## config.mk

```make
export PLATFORM = sky130hd
export DESIGN_NAME = fifo_srl_prog
export DESIGN_NICKNAME = d
export VERILOG_FILES = /design/src/rtl/fifo_srl_prog.sv
export SDC_FILE = /design/constraint.sdc
export NUM_CORES = 1
export LEC_CHECK = 0
export CAP_MARGIN = 30
export CORE_AREA = 2 2 350 352
export DETAILED_ROUTE_END_ITERATION = 10
export DIE_AREA = 0 0 352 354
export MAX_ROUTING_LAYER = met4
export SLEW_MARGIN = 20
export SYNTH_ARGS = -nofsm -noshare
export SYNTH_HDL_FRONTEND = slang
export SYNTH_SLANG_ARGS = --single-unit
```

## constraint.sdc

```tcl
create_clock -name clk -period 44.6 [get_ports clk]
set_clock_uncertainty 0.2 [all_clocks]
set_input_delay 8.92 -clock clk [delete_from_list [all_inputs] [get_ports clk]]
set_output_delay 8.92 -clock clk [all_outputs]
set_load 0.02 [all_outputs]
```

## src/rtl/fifo_srl_prog.sv

```systemverilog
// fifo_srl_prog: FWFT shift-register FIFO with occupancy count, programmable almost-full/almost-empty flags and flush
module fifo_srl_prog #(
  parameter MEM_STYLE  = "shiftreg",
  parameter int DATA_WIDTH = 32,
  parameter int DEPTH      = 32,
  parameter int PROG_FULL  = DEPTH - 2,
  parameter int PROG_EMPTY = 1,
  parameter int CNT_WIDTH  = $clog2(DEPTH + 1)
) (
  input  logic                  clk,
  input  logic                  reset,
  input  logic                  flush,
  output logic                  if_full_n,
  input  logic                  if_write_ce,
  input  logic                  if_write,
  input  logic [DATA_WIDTH-1:0] if_din,
  output logic                  if_empty_n,
  input  logic                  if_read_ce,
  input  logic                  if_read,
  output logic [DATA_WIDTH-1:0] if_dout,
  output logic [CNT_WIDTH-1:0]  count,
  output logic                  prog_full,
  output logic                  prog_empty
);
  localparam int AW = $clog2(DEPTH);
  if (DEPTH < 2) begin : g_bad_depth
    $error("fifo_srl_prog: DEPTH must be at least 2");
  end
  if (MEM_STYLE != "shiftreg") begin : g_bad_style
    $error("fifo_srl_prog: only shiftreg MEM_STYLE is supported");
  end
  logic [DATA_WIDTH-1:0] mem [DEPTH];
  logic                  wr, rd;
  logic [CNT_WIDTH-1:0]  cnt_nxt;
  logic [AW-1:0]         head;
  assign wr = if_write & if_write_ce & if_full_n;
  assign rd = if_read & if_read_ce & if_empty_n;
  always_comb begin
    cnt_nxt = (reset | flush) ? '0 :
              (wr & ~rd)      ? count + 1'b1 :
              (rd & ~wr)      ? count - 1'b1 : count;
  end
  // head sits at count-1; pinned to slot 0 while empty so the index stays in range
  assign head    = (count == '0) ? '0 : AW'(count - 1'b1);
  assign if_dout = mem[head];
  always_ff @(posedge clk) begin
    count      <= cnt_nxt;
    if_full_n  <= cnt_nxt != CNT_WIDTH'(DEPTH);
    if_empty_n <= cnt_nxt != '0;
    prog_full  <= cnt_nxt >= CNT_WIDTH'(PROG_FULL);
    prog_empty <= cnt_nxt <= CNT_WIDTH'(PROG_EMPTY);
  end
  always_ff @(posedge clk) begin
    if (wr) begin
      mem[0] <= if_din;
      for (int i = 1; i < DEPTH; i++) mem[i] <= mem[i-1];
    end
  end
endmodule
```

==> out/summary.txt <==
CP Launch Type = flip-flop
row count = 128
number of ports placed on the die boundary = 81
core box area = 121000 sq um
Max clock buf depth = 3
number of failing setup endpoints in the final timing report = 0
Worst R2R Start = if_full_n
Post-synth EDFFs = 1024
number of flip-flops and latches in the synthesized netlist = 1034
largest net degree at the start of global routing = 221
Worst Setup Slack post-DPL = 30.32 ns
total number of vias = 23100
count of buffers added by post-CTS timing repair for setup = 0
Critical Path Slowest Stage Cell = sky130_fd_sc_hd__clkdlybuf4s50_1
nets = 2685
GPL Wtd Cong = 0.729
Clock Latency Late Sink = 0.67 ns
final HPWL from detailed placement = 49.1 mm
DRC = 0
area used by sequential logic in the layout = 31000 sq um
Die Span X = 352 microns
P&R area growth vs syn = 13.5%
CP Cell Sequence = buf_12, or4_4, o21a_4, buf_4, nand2_4, a221oi_1, o32ai_1, a32oi_1, clkdlybuf4s50_1
total power divided by cell area = 44.5 nW/um^2
post-route setup slack = 29.82 ns
R2R setup slack = 40.82 ns
Hold Path Origin = mem[6][28]
total number of yosys warnings = 0
FF-to-FF End = mem[30][18]
Register-to-Register Path Depth = 6
clock root buffer = sky130_fd_sc_hd__clkbuf_16
CTS-repair resized insts = 0
met1 Resource Use GR = 0.231
number of buffers added to fix hold violations after cts = 0
top library cells by usage in the layout, fill and taps aside = 1024 x sky130_fd_sc_hd__edfxtp_1, 256 x sky130_fd_sc_hd__mux2i_1, 135 x sky130_fd_sc_hd__nor2_1
count of cells along the worst hold path = 0
classification of the worst-slack hold path = flip-flop to flip-flop
total number of clock tree sinks = 1034
final design utilization = 0.395
leakage power = 15.9 nW
number of fill cells = 11100
sequential cell area fraction in the yosys report = 0.736
remaining number of nets flagged by the antenna check after routing = 0
Max Fanout on Critical Path = 209
1st-iter DRT viols = 2620
total length of routed wires = 96.2 mm
GR Util met3 = 0.0215
total routing resource utilization after global routing = 0.155
diode insertion count for antenna repair = 0
dominant synthesized flop cell = sky130_fd_sc_hd__edfxtp_1
final worst-path cycle share = 0.331
vias in the first global route = 22600
Die Footprint = 125000 sq um
Pre-antenna DRT Iters = 5
Max IR drop VDD = 0.0000313 V
post-synthesis instance area = 42000 sq um
CTS buffer count = 102
# Max-Cap Violations = 0
Distinct cells, synth = 52
total negative slack for setup checks = 0 ns
busiest layer in global routing = met1
share of async-settable or async-resettable flops after synthesis = 0
Final min period = 14.78 ns
post-synthesis area per instance = 16.1 sq um
fraction of layout instances using a drive strength above 1 = 0.133
wire length per cell = 22.1 microns
Slew HR = 0.190
run status = completed
final-report hold violation count = 0
die height = 354 microns
Crit. End Element = primary output
Worst-Margin Slew = 1.22 ns
worst min-delay path endpoint = mem[7][28]
max incr delay on CP = 0.75 ns
Initial Util = 0.348
overflow left after global routing = 0
Crit path required time = 35.48 ns
routing usage on met2 = 0.222
clock tree from TritonCTS = done
Fmax = 67.6 MHz
footprint of the multi-input gates = 9790 sq um
Port Buffers = 80
arrival time at the worst endpoint = 5.66 ns
Final Hold Slack = 0.235 ns
critical path start-end classification = flip-flop to primary output
global-route wire length before repair = 145 mm
initial antenna violation count = 4
most common library cell in the layout ignoring fill and taps = sky130_fd_sc_hd__edfxtp_1
cell count after synthesis = 2616
number of nets produced by synthesis = 2657
Via density = 5.31
max-slew violations = 0
RSZ-0062 raised after global routing = false
CTS HTree Levels = 3
clock-pin slew on the worst setup and hold paths = 0.06 ns
## worst max-delay path by stage
stage                     startpoint          end  slack [ns]  cells after the start
after floorplan             if_write   prog_empty        3.32                      7
after global placement      count[0]  if_dout[18]       30.22                     11
after detailed placement    count[0]  if_dout[19]       30.32                      9
after CTS                   count[0]  if_dout[19]       29.58                      9
after global routing        count[0]  if_dout[19]       29.44                      9
final                       count[0]  if_dout[18]       29.82                      9
## critical path: cells and delay by family, from the launching register on
kind,cells,cell delay [ns]
flip-flops,1,0.58
AND/OR/NAND/NOR,2,0.80
buffers and inverters,3,1.79
AO/OA/AOI/OAI,4,1.70
## area by class of cell
class                      instances  share of cell area
inverter                         130              0.0102
tap                             1625              0.0426
multi-input combinational       1253               0.205
clock inverter                    57             0.00852
sequential                      1034               0.649
clock buffer                     128              0.0569
timing repair buffer             123              0.0276
## synth_stat cells (64+ instances only)
| cell | instances | area [sq um] |
|---|---|---|
| sky130_fd_sc_hd__mux2i_1 | 256 | 2560 |
| sky130_fd_sc_hd__o22ai_1 | 65 | 407 |
| sky130_fd_sc_hd__inv_1 | 130 | 488 |
| sky130_fd_sc_hd__a221o_1 | 64 | 641 |
| sky130_fd_sc_hd__mux2_2 | 129 | 1450 |
| sky130_fd_sc_hd__clkbuf_1 | 112 | 420 |
| sky130_fd_sc_hd__o21ai_1 | 79 | 395 |
| sky130_fd_sc_hd__a21oi_1 | 97 | 485 |
| sky130_fd_sc_hd__a221oi_1 | 98 | 858 |
| sky130_fd_sc_hd__edfxtp_1 | 1024 | 30700 |
| sky130_fd_sc_hd__nor2_1 | 136 | 510 |
| sky130_fd_sc_hd__o32ai_1 | 65 | 569 |
| sky130_fd_sc_hd__nand2_1 | 102 | 383 |
## where the power goes
part / switching (W) / total (W) / internal (W) / leakage (nW)
combinational: 0.000111 / 0.000168 / 0.0000573 / 4.67
sequential: 0.0000174 / 0.00113 / 0.00111 / 9.69
clock: 0.000368 / 0.000827 / 0.000458 / 1.53
total: 0.000496 / 0.00212 / 0.00162 / 15.9
## layer usage
metal	vias to the layer above	part of all wire	wire (microns)
li1	10400	-	-
met1	11900	0.48	46100
met5	-	0	0
met3	112	0.062	5970
met2	728	0.44	42600
met4	0	0.016	1530
## cell families after synthesis
family / count (synthesis) / synth area share
AOI/OAI and AO/OA: 596 / 0.107
DFF: 1034 / 0.736
adders and majority gates: 2 / 0.000595
buffers and inverters: 329 / 0.0330
muxes: 386 / 0.0961
xor gates and xnor gates: 5 / 0.00104
and+or+nand+nor: 264 / 0.0263
## registers in the layout, indices dropped and copies added, names as in the netlist
signal	count
count	6
prog_empty	1
if_full_n	1
if_empty_n	1
prog_full	1
mem	1024
## stage by stage
step / cells / power, W / instance area (sq um)
after floorplan: 2616 / 0.00130 / 42000
after global placement: 4159 / 0.00131 / 44400
after detailed placement: 4162 / 0.00132 / 44500
after CTS: 4347 / 0.00214 / 47600
after global routing: 4350 / 0.00220 / 47700
final: 4350 / 0.00212 / 47700
Note: power is estimated with default switching activity, not from simulation.
